<file path="src/rtl/ca_code_pkg.sv">
// Shared constants and helpers for the GPS C/A code generator: LFSR taps, code length and the
// per-PRN G2 phase-select table.
package ca_code_pkg;

  localparam int unsigned CODE_LENGTH = 1023;

  // LFSR state held as bits [10:1] so tap numbers match the ICD polynomials directly.
  typedef logic [10:1] lfsr_t;

  // G1 = 1 + x^3 + x^10, G2 = 1 + x^2 + x^3 + x^6 + x^8 + x^9 + x^10
  localparam lfsr_t G1_TAPS = 10'b10_0000_0100;
  localparam lfsr_t G2_TAPS = 10'b11_1010_0110;

  typedef struct packed {
    logic [3:0] a;
    logic [3:0] b;
  } tap_pair_t;

  // G2 phase-select tap pairs for PRN 1..32, one pair per byte (a in the high nibble).
  localparam logic [7:0] G2_TAP_TABLE [32] = '{
    8'h26, 8'h37, 8'h48, 8'h59, 8'h19, 8'h2A, 8'h18, 8'h29,
    8'h3A, 8'h23, 8'h34, 8'h56, 8'h67, 8'h78, 8'h89, 8'h9A,
    8'h14, 8'h25, 8'h36, 8'h47, 8'h58, 8'h69, 8'h13, 8'h46,
    8'h57, 8'h68, 8'h79, 8'h8A, 8'h16, 8'h27, 8'h38, 8'h49
  };

  function automatic logic prn_valid(input int unsigned prn);
    return (prn >= 1) && (prn <= 32);
  endfunction

  function automatic tap_pair_t g2_taps(input int unsigned prn);
    return tap_pair_t'(G2_TAP_TABLE[5'(prn - 1)]);
  endfunction

  function automatic lfsr_t lfsr_step(input lfsr_t s, input lfsr_t taps);
    return {s[9:1], ^(s & taps)};
  endfunction

  function automatic logic code_chip(input lfsr_t g1, input lfsr_t g2, input int unsigned prn);
    tap_pair_t t;
    if (!prn_valid(prn)) return 1'b0;
    t = g2_taps(prn);
    return g1[10] ^ g2[t.a] ^ g2[t.b];
  endfunction

endpackage

</file>
<file path="src/rtl/ca_code_gen_if.sv">
// Control/code bus of the C/A code generator. Slew ports exist only with CA_CODE_GEN_SLEW_EN.
interface ca_code_gen_if #(
  parameter int unsigned PRN_WIDTH      = 6,
  parameter int unsigned CHIP_CNT_WIDTH = 10
);
  logic                      enable;
  logic                      init;
  logic [PRN_WIDTH-1:0]      prn;
  logic                      code_msb;
  logic                      early;
  logic                      prompt;
  logic                      late;
  logic [CHIP_CNT_WIDTH-1:0] chip_count;
  logic                      epoch;
`ifdef CA_CODE_GEN_SLEW_EN
  logic                      slew_req;
  logic [10:0]               slew_half;
  logic                      slew_busy;
`endif

  modport master (
    output enable, init, prn, code_msb,
`ifdef CA_CODE_GEN_SLEW_EN
    output slew_req, slew_half,
    input  slew_busy,
`endif
    input  early, prompt, late, chip_count, epoch
  );

  modport slave (
    input  enable, init, prn, code_msb,
`ifdef CA_CODE_GEN_SLEW_EN
    input  slew_req, slew_half,
    output slew_busy,
`endif
    output early, prompt, late, chip_count, epoch
  );

endinterface

</file>
<file path="src/rtl/rise_tick.sv">
// Rising-edge detector for the code-rate dds MSB; the history register runs even when disabled.
module rise_tick (
  input  logic clk,
  input  logic reset,
  input  logic enable,
  input  logic sig,
  output logic tick
);

  logic sig_q;

  always_ff @(posedge clk or posedge reset) begin
    if (reset) begin
      sig_q <= 1'b0;
    end else begin
      sig_q <= sig;
    end
  end

  assign tick = sig & ~sig_q & enable;

endmodule

</file>
<file path="src/rtl/ca_code_gen.sv">
// GPS C/A code generator producing early/prompt/late chips at half-chip spacing.
// Optional code-phase slew counter is built with CA_CODE_GEN_SLEW_EN.
module ca_code_gen
  import ca_code_pkg::*;
#(
  parameter int unsigned PRN_WIDTH      = 6,
  parameter int unsigned CHIP_CNT_WIDTH = 10
) (
  input  logic       clk,
  input  logic       reset,
  ca_code_gen_if.slave bus
);

  localparam logic [CHIP_CNT_WIDTH-1:0] LastChip = CHIP_CNT_WIDTH'(CODE_LENGTH - 1);

  logic                      dds_tick;
  logic                      tick;
  lfsr_t                     g1_q, g1_d;
  lfsr_t                     g2_q, g2_d;
  logic [PRN_WIDTH-1:0]      prn_q, prn_d;
  logic                      phase_q, phase_d;
  logic [CHIP_CNT_WIDTH-1:0] cnt_q, cnt_d;
  logic                      early_q, early_d;
  logic                      prompt_q, prompt_d;
  logic                      late_q, late_d;
  logic                      epoch_q, epoch_d;

  rise_tick u_rise_tick (
    .clk    (clk),
    .reset  (reset),
    .enable (bus.enable),
    .sig    (bus.code_msb),
    .tick   (dds_tick)
  );

`ifdef CA_CODE_GEN_SLEW_EN
  logic [10:0] slew_cnt_q, slew_cnt_d;

  always_comb begin
    slew_cnt_d = slew_cnt_q;
    if (bus.init) begin
      slew_cnt_d = '0;
    end else if (bus.slew_req) begin
      slew_cnt_d = bus.slew_half;
    end else if (slew_cnt_q != '0) begin
      slew_cnt_d = slew_cnt_q - 11'd1;
    end
  end

  always_ff @(posedge clk or posedge reset) begin
    if (reset) begin
      slew_cnt_q <= '0;
    end else begin
      slew_cnt_q <= slew_cnt_d;
    end
  end

  // While slewing every cycle is a forced tick, which swallows any dds tick.
  assign tick          = (slew_cnt_q != '0) | dds_tick;
  assign bus.slew_busy = (slew_cnt_q != '0);
`else
  assign tick = dds_tick;
`endif

  always_comb begin
    g1_d     = g1_q;
    g2_d     = g2_q;
    prn_d    = prn_q;
    phase_d  = phase_q;
    cnt_d    = cnt_q;
    early_d  = early_q;
    prompt_d = prompt_q;
    late_d   = late_q;
    epoch_d  = 1'b0;
    if (bus.init) begin
      g1_d     = '1;
      g2_d     = '1;
      prn_d    = bus.prn;
      phase_d  = 1'b0;
      cnt_d    = '0;
      early_d  = code_chip('1, '1, 32'(bus.prn));
      prompt_d = early_d;
      late_d   = early_d;
    end else if (tick) begin
      phase_d  = ~phase_q;
      prompt_d = early_q;
      late_d   = prompt_q;
      if (phase_q) begin
        if (cnt_q == LastChip) begin
          cnt_d   = '0;
          g1_d    = '1;
          g2_d    = '1;
          epoch_d = 1'b1;
        end else begin
          cnt_d = cnt_q + 1'b1;
          g1_d  = lfsr_step(g1_q, G1_TAPS);
          g2_d  = lfsr_step(g2_q, G2_TAPS);
        end
        early_d = code_chip(g1_d, g2_d, 32'(prn_q));
      end
    end
  end

  always_ff @(posedge clk or posedge reset) begin
    if (reset) begin
      g1_q     <= '1;
      g2_q     <= '1;
      prn_q    <= '0;
      phase_q  <= 1'b0;
      cnt_q    <= '0;
      early_q  <= 1'b0;
      prompt_q <= 1'b0;
      late_q   <= 1'b0;
      epoch_q  <= 1'b0;
    end else begin
      g1_q     <= g1_d;
      g2_q     <= g2_d;
      prn_q    <= prn_d;
      phase_q  <= phase_d;
      cnt_q    <= cnt_d;
      early_q  <= early_d;
      prompt_q <= prompt_d;
      late_q   <= late_d;
      epoch_q  <= epoch_d;
    end
  end

  assign bus.early      = early_q;
  assign bus.prompt     = prompt_q;
  assign bus.late       = late_q;
  assign bus.chip_count = cnt_q;
  assign bus.epoch      = epoch_q;

endmodule

</file>
<file path="src/flat_wrapper.sv">
// flat-port wrapper written by rule: the top's interface ports become plain ports
module ca_code_gen_flat import ca_code_pkg::*;
#(
  parameter int unsigned PRN_WIDTH      = 6,
  parameter int unsigned CHIP_CNT_WIDTH = 10
)
  (clk, reset, bus_enable, bus_init, bus_prn, bus_code_msb, bus_early, bus_prompt, bus_late, bus_chip_count, bus_epoch);
  ca_code_gen_if #(.PRN_WIDTH(PRN_WIDTH), .CHIP_CNT_WIDTH(CHIP_CNT_WIDTH)) bus_i ();
  input  logic clk;
  input  logic reset;
  input wire logic [$bits(bus_i.enable)-1:0] bus_enable;
  input wire logic [$bits(bus_i.init)-1:0] bus_init;
  input wire logic [$bits(bus_i.prn)-1:0] bus_prn;
  input wire logic [$bits(bus_i.code_msb)-1:0] bus_code_msb;
  output wire logic [$bits(bus_i.early)-1:0] bus_early;
  output wire logic [$bits(bus_i.prompt)-1:0] bus_prompt;
  output wire logic [$bits(bus_i.late)-1:0] bus_late;
  output wire logic [$bits(bus_i.chip_count)-1:0] bus_chip_count;
  output wire logic [$bits(bus_i.epoch)-1:0] bus_epoch;
  assign bus_i.enable = bus_enable;
  assign bus_i.init = bus_init;
  assign bus_i.prn = bus_prn;
  assign bus_i.code_msb = bus_code_msb;
  assign bus_early = bus_i.early;
  assign bus_prompt = bus_i.prompt;
  assign bus_late = bus_i.late;
  assign bus_chip_count = bus_i.chip_count;
  assign bus_epoch = bus_i.epoch;
  ca_code_gen #(.PRN_WIDTH(PRN_WIDTH), .CHIP_CNT_WIDTH(CHIP_CNT_WIDTH)) u_core (.clk(clk), .reset(reset), .bus(bus_i));
endmodule
</file>
<file path="config.mk">
export PLATFORM = sky130hd
export DESIGN_NAME = ca_code_gen_flat
export DESIGN_NICKNAME = d
export VERILOG_FILES = /design/src/rtl/ca_code_pkg.sv /design/src/rtl/ca_code_gen_if.sv /design/src/rtl/rise_tick.sv /design/src/rtl/ca_code_gen.sv /design/src/flat_wrapper.sv
export SDC_FILE = /design/constraint.sdc
export NUM_CORES = 1
export LEC_CHECK = 0
export CORE_ASPECT_RATIO = 1.5
export CORE_MARGIN = 1
export CORE_UTILIZATION = 50
export CTS_BUF_LIST = sky130_fd_sc_hd__clkbuf_8
export CTS_CLUSTER_DIAMETER = 150
export DETAILED_ROUTE_END_ITERATION = 7
export GPL_ROUTABILITY_DRIVEN = 1
export GPL_TIMING_DRIVEN = 1
export PLACE_DENSITY = 0.73
export SLEW_MARGIN = 20
export SYNTH_ARGS = -nofsm -noshare
export SYNTH_HDL_FRONTEND = slang
export SYNTH_SLANG_ARGS = --single-unit
</file>
<file path="constraint.sdc">
create_clock -name clk -period 4.2 [get_ports clk]
set_clock_uncertainty 0.05 [all_clocks]
set_input_delay 0.63 -clock clk [delete_from_list [all_inputs] [get_ports clk]]
set_output_delay 0.63 -clock clk [all_outputs]
set_load 0.005 [all_outputs]
</file>
==> results of run 1 <==
[routing by layer]
metal,share of wire (%),track usage (%),vias to the layer above
met1,40,29.8,1397
met4,4.1,13.1,0
met5,0,0,-
li1,-,-,1399
met2,53,45.0,78
met3,3.5,2.89,29
[worst paths after layout]
check / start / endpoint
worst max-delay path: u_core.prn_q[1] / u_core.bus.early
worst min-delay path: u_core.g1_q[6] / u_core.g1_q[6]
worst max register to register: u_core.prn_q[1] / u_core.bus.early
worst min register to register: u_core.g1_q[6] / u_core.g1_q[6]
max in group asynchronous: reset / u_core.g1_q[6]
min in group asynchronous: reset / u_core.bus.chip_count[8]
[worst register-to-register path: cells and delay by family, from the launching register on]
kind	cells	cell delay [ns]
buf+inv	2	0.31
fa+ha+maj	1	0.18
simple gates	3	1.33
xor+xnor	1	0.33
compound gates	6	1.12
flops	1	0.38
[sequential cells by signal (all words and copies together), names as in the netlist, 6 cells and up]
| register | count |
|---|---|
| u_core.g1_q | 10 |
| u_core.bus.chip_count | 10 |
| u_core.prn_q | 6 |
| u_core.g2_q | 10 |
[logic make-up (layout without fill, tap and decap cells)]
logic type               count (synthesis)  in the layout  share of synthesized area, %
AO/OA/AOI/OAI                           94             94                          20.6
XOR/XNOR                                21             21                          6.41
adder cells (fa/ha/maj)                 10             10                          4.03
buffers and inverters                   40             57                          5.28
flip-flops                              42             42                          34.7
multiplexers                             8              8                          2.70
AND/OR/NAND/NOR                        163            163                          26.3
[where the power goes]
part           internal (mW)  switching (mW)  leakage (nW)
registers              0.429          0.0266         0.495
clock network          0.130           0.134        0.0524
logic                  0.175           0.249         0.883
[cell usage in the layout, fill, tap and decap left out, types with 3 or more instances in the layout]
cell	instances
a211o_1	4
nand4_1	6
nor2b_1	4
dfrtp_1	22
nand2b_1	3
nor2_1	32
ha_1	10
mux2_2	3
o211ai_1	10
and3_1	4
nand2_1	58
or3_1	7
a31oi_1	8
buf_4	12
a211oi_1	7
or4_1	4
nand3b_1	3
and2_1	3
a311oi_1	6
o31ai_1	3
nor3_1	15
xnor2_1	11
o21ai_0	18
clkbuf_8	6
inv_1	14
clkdlybuf4s50_1	24
a21oi_1	20
nand3_1	10
dfstp_2	20
xor2_1	8
mux2i_1	5
[metrics by stage]
stage / utilization [%] / hold WS [ns] / std cells / setup slack [ns]
4_1_cts: 59.4 / 0.439 / 467 / 0.436
5_1_grt: 59.4 / 0.462 / 467 / 0.190
3_5_place_dp: 57.8 / 0.428 / 459 / 0.482
6_report: 59.4 / 0.437 / 467 / 0.433
2_1_floorplan: - / 0.414 / 378 / 0.0483
3_3_place_gp: 57.8 / 0.424 / 459 / 0.619
[final cells by class]
cell class | count | area [sq um]
Tap cell | 72 | 90.1
Multi-Input combinational cell | 296 | 1870
Clock buffer | 6 | 82.6
Fill cell | 563 | 2400
Sequential cell | 42 | 1080
Timing Repair Buffer | 36 | 330
Clock inverter | 2 | 8.76
Inverter | 13 | 48.8
==> impl_results.md, run 1 <==
* Slowest cell on crit path: or3_1
* Cts hold-fix bufs at 0
* Slowest Stage Delay on Critical Path at 0.51 ns
* Register area share after synthesis at 34.7%
* Initial Util at 52.5%
* N_diodes at 0
* Ys flop type: dfrtp_1
* Total grt overflow at 0
* Tmin final at 3.77 ns
* RSZ-0062 raised after global routing: no
* Crit-path cells: inv_1 > ha_1 > buf_4 > nor3b_4 > xnor2_2 > o311ai_2 > a21oi_1 > or3_1 > a211o_1 > o21ai_0 > o211ai_1 > or3_1 > a31oi_1
* Post-synthesis average cell area at 8.21 sq um
* Cts bufs inserted at 5
* Worst path top cell family by delay: simple AND/OR/NAND/NOR gates
* Area leader, netlist: dfrtp_1
* Peak VDD IR at 0.275 mV
* Top Ports at 25
* Ranking of synthesized cells by area: dfrtp_1 18%, dfstp_2 17%, nand2_1 7.0%, ha_1 4.0%, nor2_1 3.9%
* Post-synth top cells: 58 x nand2_1, 32 x nor2_1, 22 x dfrtp_1, 21 x a21oi_1, 21 x clkbuf_1
* Post-Syn Area at 0.00310 sq mm
* HPWL after DPL at 5630 um
* DR vias/cell at 6.22
* Drt first pass iters at 5
* Final wirelength at 7750 um
* Pleak at 1.43 nW
* Rows at 34
* # setup viols final at 0
* Port Buffers at 24
* Vias after detailed routing at 2903
* Path length in cells of the critical path at 13
* Distinct cells, synth at 57
* Core area at 0.00591 sq mm
* Post-CTS sizing at 0
* Clock tree from TritonCTS: yes
* CP Class: reg -> reg
* Status: finished, final reports clean
* Drt wl/cell at 16.6 um
* Fin. max-slew vios at 0
* Total track usage at 25.6%
* CTS Buffer Depth at 2
* Die area at 0.00653 sq mm
* CP Launch Type: flip-flop
* CTS Root Cell: clkbuf_8
* Clk sinks at 42
* Setup TNS at 0 ns
* Critical path buffers and inverters at 2
* Design area at 0.00351 sq mm
* Post-CTS setup buffer count at 0
* Hold Path Class: reg -> reg
* Worst setup EP type: flip-flop
* Initial antenna violation count at 0
* DRT antenna net count at 0
* Worst r2r path cells at 13
* Die H at 98.5 um
* Share of cells above drive strength 1 at 13.4%
* Vias in the first global route at 2699
* First-pass GRT wire length at 12900 um
* Number of synthesized flops with an enable pin at 0
* Area grow syn2layout at 13.1%
* Share of the synthesized area in the top cell type at 17.7%
* Count leader, synth: nand2_1
* DIE WIDTH at 66.3 um
* Max_cap viols at 0
* Final Hold Viols at 0
* Relative slew slack at 38.1%
* Yosys warnings at 0
* Max Fclk at 0.265 GHz
* Post-synth ARST share at 100%
* Clk_lat worst skew at 0.29 ns
* Critical Path RT at 4.36 ns
* Detailed Route Iter0 Violations at 279
* H-tree levels at 2
* Placed cell area at 0.00342 sq mm
* Arrival time at the worst endpoint at 3.93 ns
* DRC viols at 0
* Actual slew at the worst max-slew pin at 0.929 ns
* R2R Setup Slk at 0.43 ns
* Min-Delay Path Depth at 2
* Total power at 1.14 mW
* Most used cell, CP: or3_1
* Post-synthesis cell count at 378
* Final Cycle Share at 89.7%
* Final weighted congestion in routability-driven placement at 0.941
* Largest net degree at the start of global routing at 43
* Nets@finish at 415
* Yosys reg bits at 42
* Synth Net Count at 399
* Worst-path clk slew at 0.08 ns
* Crit path max fanout at 16
* Pwr/cell area at 326 mW/mm^2
Note: power is estimated with default switching activity, not from simulation.
==> run 2, diff against run 1 <==
- clock period: 4.2 -> 3.4 ns (I/O delays scaled with it)
==> run 2 against run 1 <==
Effect of this change:
- first-iteration DRC count is 30% lower
- critical path depth is 1 higher
- sequential power is 22% higher
- routed wire length is 4.2% higher
- critical path type unchanged
- largest cell class unchanged
- highest routed layer unchanged
==> impl_results.md, run 2 (synthesized netlist as in run 1, its figures left out) <==
* Crit path max fanout at 4 (-12)
* Actual slew at the worst max-slew pin at 0.537 ns (-0.392 ns)
* Min-Delay Path Depth at 2 (unchanged)
* N_diodes at 0 (unchanged)
* Met3 WL at 223 um (-19%)
* Core area at 0.00591 sq mm (unchanged)
* R2R Path End: u_core.bus.early
* Commonest non-fill, non-tap cell in the layout: nand2_1
* Fin. max-slew vios at 0 (unchanged)
* NetSw at 537 uW (+31%)
* CP Launch Type: flip-flop
* Pre-CTS setup slack at -0.0692 ns (-0.552 ns)
* Total power at 1.51 mW (+32%)
* Critical Path RT at 3.57 ns (-0.79 ns)
* Worst r2r path cells at 14 (+1)
* Int Pwr at 971 uW (+32%)
* Reg2Reg Launch Point: u_core.prn_q[1]
* PnR worst setup slack at 0.0922 ns (-0.341 ns)
* Share of cells above drive strength 1 at 20.9% (+7.5 points)
* Clock tree from TritonCTS: yes
* Nets@finish at 436 (+5.1%)
* Tmin final at 3.31 ns (-0.459 ns)
* Total grt overflow at 0 (unchanged)
* RSZ-0062 raised after global routing: yes
* Initial Util at 52.5% (unchanged)
* Rows at 34 (unchanged)
* Sw Ratio at 35.6% (-0.24 points)
* Die H at 98.5 um (unchanged)
* DIE WIDTH at 66.3 um (unchanged)
* Die area at 0.00653 sq mm (unchanged)
* # setup viols final at 0 (unchanged)
* Port Buffers at 24 (unchanged)
* Max_cap viols at 0 (unchanged)
* DRT antenna net count at 0 (unchanged)
* Clock power share at 21.9% (-1.2 points)
* DRT met1 WL at 3270 um (+6.4%)
* Area grow syn2layout at 22.0%
* Total track usage at 25.9% (+0.27 points)
* Vias in the first global route at 2777 (+2.9%)
* Flop pwr share at 36.9% (-2.9 points)
* R2R Setup Slk at 0.09 ns (-0.34 ns)
* H-tree levels at 2 (unchanged)
* CTS Root Cell: clkbuf_8
* Worst-path clk slew at 0.08 ns (about the same)
* Hold Crit Start: u_core.g1_q[5]
* Worst setup EP type: flip-flop
* Pwr/cell area at 398 mW/mm^2 (+22%)
* Final Cycle Share at 97.3% (+7.6 points)
* Design area at 0.00378 sq mm (+7.8%)
* Cts bufs inserted at 5 (unchanged)
* Worst path top cell family by delay: simple AND/OR/NAND/NOR gates
* Drt first pass iters at 4 (-1)
* Max Fclk at 0.302 GHz (+14%)
* Combinational power share at 41.2% (+4.1 points)
* Final Hold Viols at 0 (unchanged)
* Clk_lat worst skew at 0.30 ns (about the same)
* Max layer used: met4
* Final wirelength at 8080 um (+4.2%)
* Top Ports at 25 (unchanged)
* Largest net degree at the start of global routing at 43 (unchanged)
* Slowest cell on crit path: or4_4
* Status: finished, final reports clean
* Routed met2 length at 4280 um (+4.7%)
* Peak VDD IR at 0.269 mV (-2.2%)
* Detailed Route Iter0 Violations at 194 (-30%)
* DR vias/cell at 6.14 (-1.3%)
* Vias after detailed routing at 2994 (+3.1%)
* Crit-path cells: inv_2 > ha_4 > inv_2 > ha_4 > and2_4 > or4_4 > and3_4 > a21oi_4 > mux2_4 > a221oi_2 > a211o_1 > xnor2_1 > or3_1 > a31oi_1
* Drt wl/cell at 16.6 um (-0.25%)
* Critical path buffers and inverters at 2 (unchanged)
* Leading cell types in the layout, fill and taps excluded: 58 x nand2_1, 32 x nor2_1, 31 x buf_4, 24 x clkdlybuf4s50_1, 22 x dfrtp_1
* Setup TNS at 0 ns (unchanged)
* Hold Path Class: reg -> reg
* Placed cell area at 0.00362 sq mm (+5.9%)
* CTS Buffer Depth at 2 (unchanged)
* Relative slew slack at 64.1% (+26 points)
* HPWL after DPL at 5900 um (+4.8%)
* Cts hold-fix bufs at 0 (unchanged)
* Pleak at 1.55 nW (+8.4%)
* Final weighted congestion in routability-driven placement at 0.895 (-4.9%)
* Slowest Stage Delay on Critical Path at 0.48 ns (-0.03 ns)
* Hold endpoint: u_core.g1_q[5]
* Arrival time at the worst endpoint at 3.48 ns (-0.45 ns)
* DRC viols at 0 (unchanged)
* Initial antenna violation count at 0 (unchanged)
* First-pass GRT wire length at 13100 um (+1.3%)
* CP Class: reg -> reg
* Clk sinks at 42 (unchanged)
==> run 2: cell count changes in the layout (fill, tap and decap cells not counted), sizes merged <==
cell | previous run | this run
buf | 12 | 33
==> run 2: through the flow <==
step                      util [%]  hold slack [ns]  cells
after floorplan                  -            0.414    378
after global placement        61.2            0.424    480
after detailed placement      61.2            0.433    480
after CTS                     63.0            0.445    488
after global routing          64.0            0.461    488
final                         64.0            0.438    488
==> run 2: repair_timing <==
item                                    CTS  global route
setup buffers                             0             0
pin swaps                                 0             0
hold endpoints to repair                  0             0
resized for setup                         2             9
endpoints found under the setup margin    1             1
==> run 2: power groups by stage <==
stage | combinational [mW] | clock [mW] | sequential (mW)
2_1_floorplan | 0.432 | 0 | 0.553
3_3_place_gp | 0.578 | 0 | 0.563
3_5_place_dp | 0.588 | 0 | 0.564
4_1_cts | 0.594 | 0.336 | 0.555
5_1_grt | 0.675 | 0.358 | 0.560
6_report | 0.621 | 0.330 | 0.557
==> run 2: final cells by class <==
class	count	area (sq um)
inverters	13	51.3
well taps	72	90.1
flip-flops and latches	42	1080
clock inverters	2	8.76
fillers	515	2130
clock buffers	6	82.6
repair buffers	57	495
multi-input cells	296	1980
==> run 2: per-layer routing <==
| layer | GRT usage (%) | vias up |
|---|---|---|
| met1 | 29.7 | 1477 |
| met4 | 10.8 | 0 |
| met5 | 0 | - |
| met2 | 47.1 | 61 |
| li1 | - | 1432 |
| met3 | 2.89 | 24 |
==> run 2: how the worst max path moves through the flow <==
stage	startpoint	end	slack, ns	depth (start not counted)
floorplan	u_core.prn_q[0]	u_core.bus.early	-0.39	18
global placement	u_core.prn_q[1]	u_core.bus.early	0.03	14
detailed placement	u_core.prn_q[1]	u_core.bus.early	-0.07	14
CTS	u_core.prn_q[0]	u_core.bus.early	0.07	13
global route	u_core.prn_q[1]	u_core.bus.early	-0.08	15
finish	u_core.prn_q[1]	u_core.bus.early	0.09	14
==> run 2: worst reg2reg max path: stages, from the launching register on <==
cell and delay [ns]:
dfrtp_1 0.39, inv_2 0.08, ha_4 0.13, inv_2 0.04, ha_4 0.22, and2_4 0.14, or4_4 0.48, and3_4 0.22
a21oi_4 0.19, mux2_4 0.32, a221oi_2 0.23, a211o_1 0.17, xnor2_1 0.09, or3_1 0.36, a31oi_1 0.13
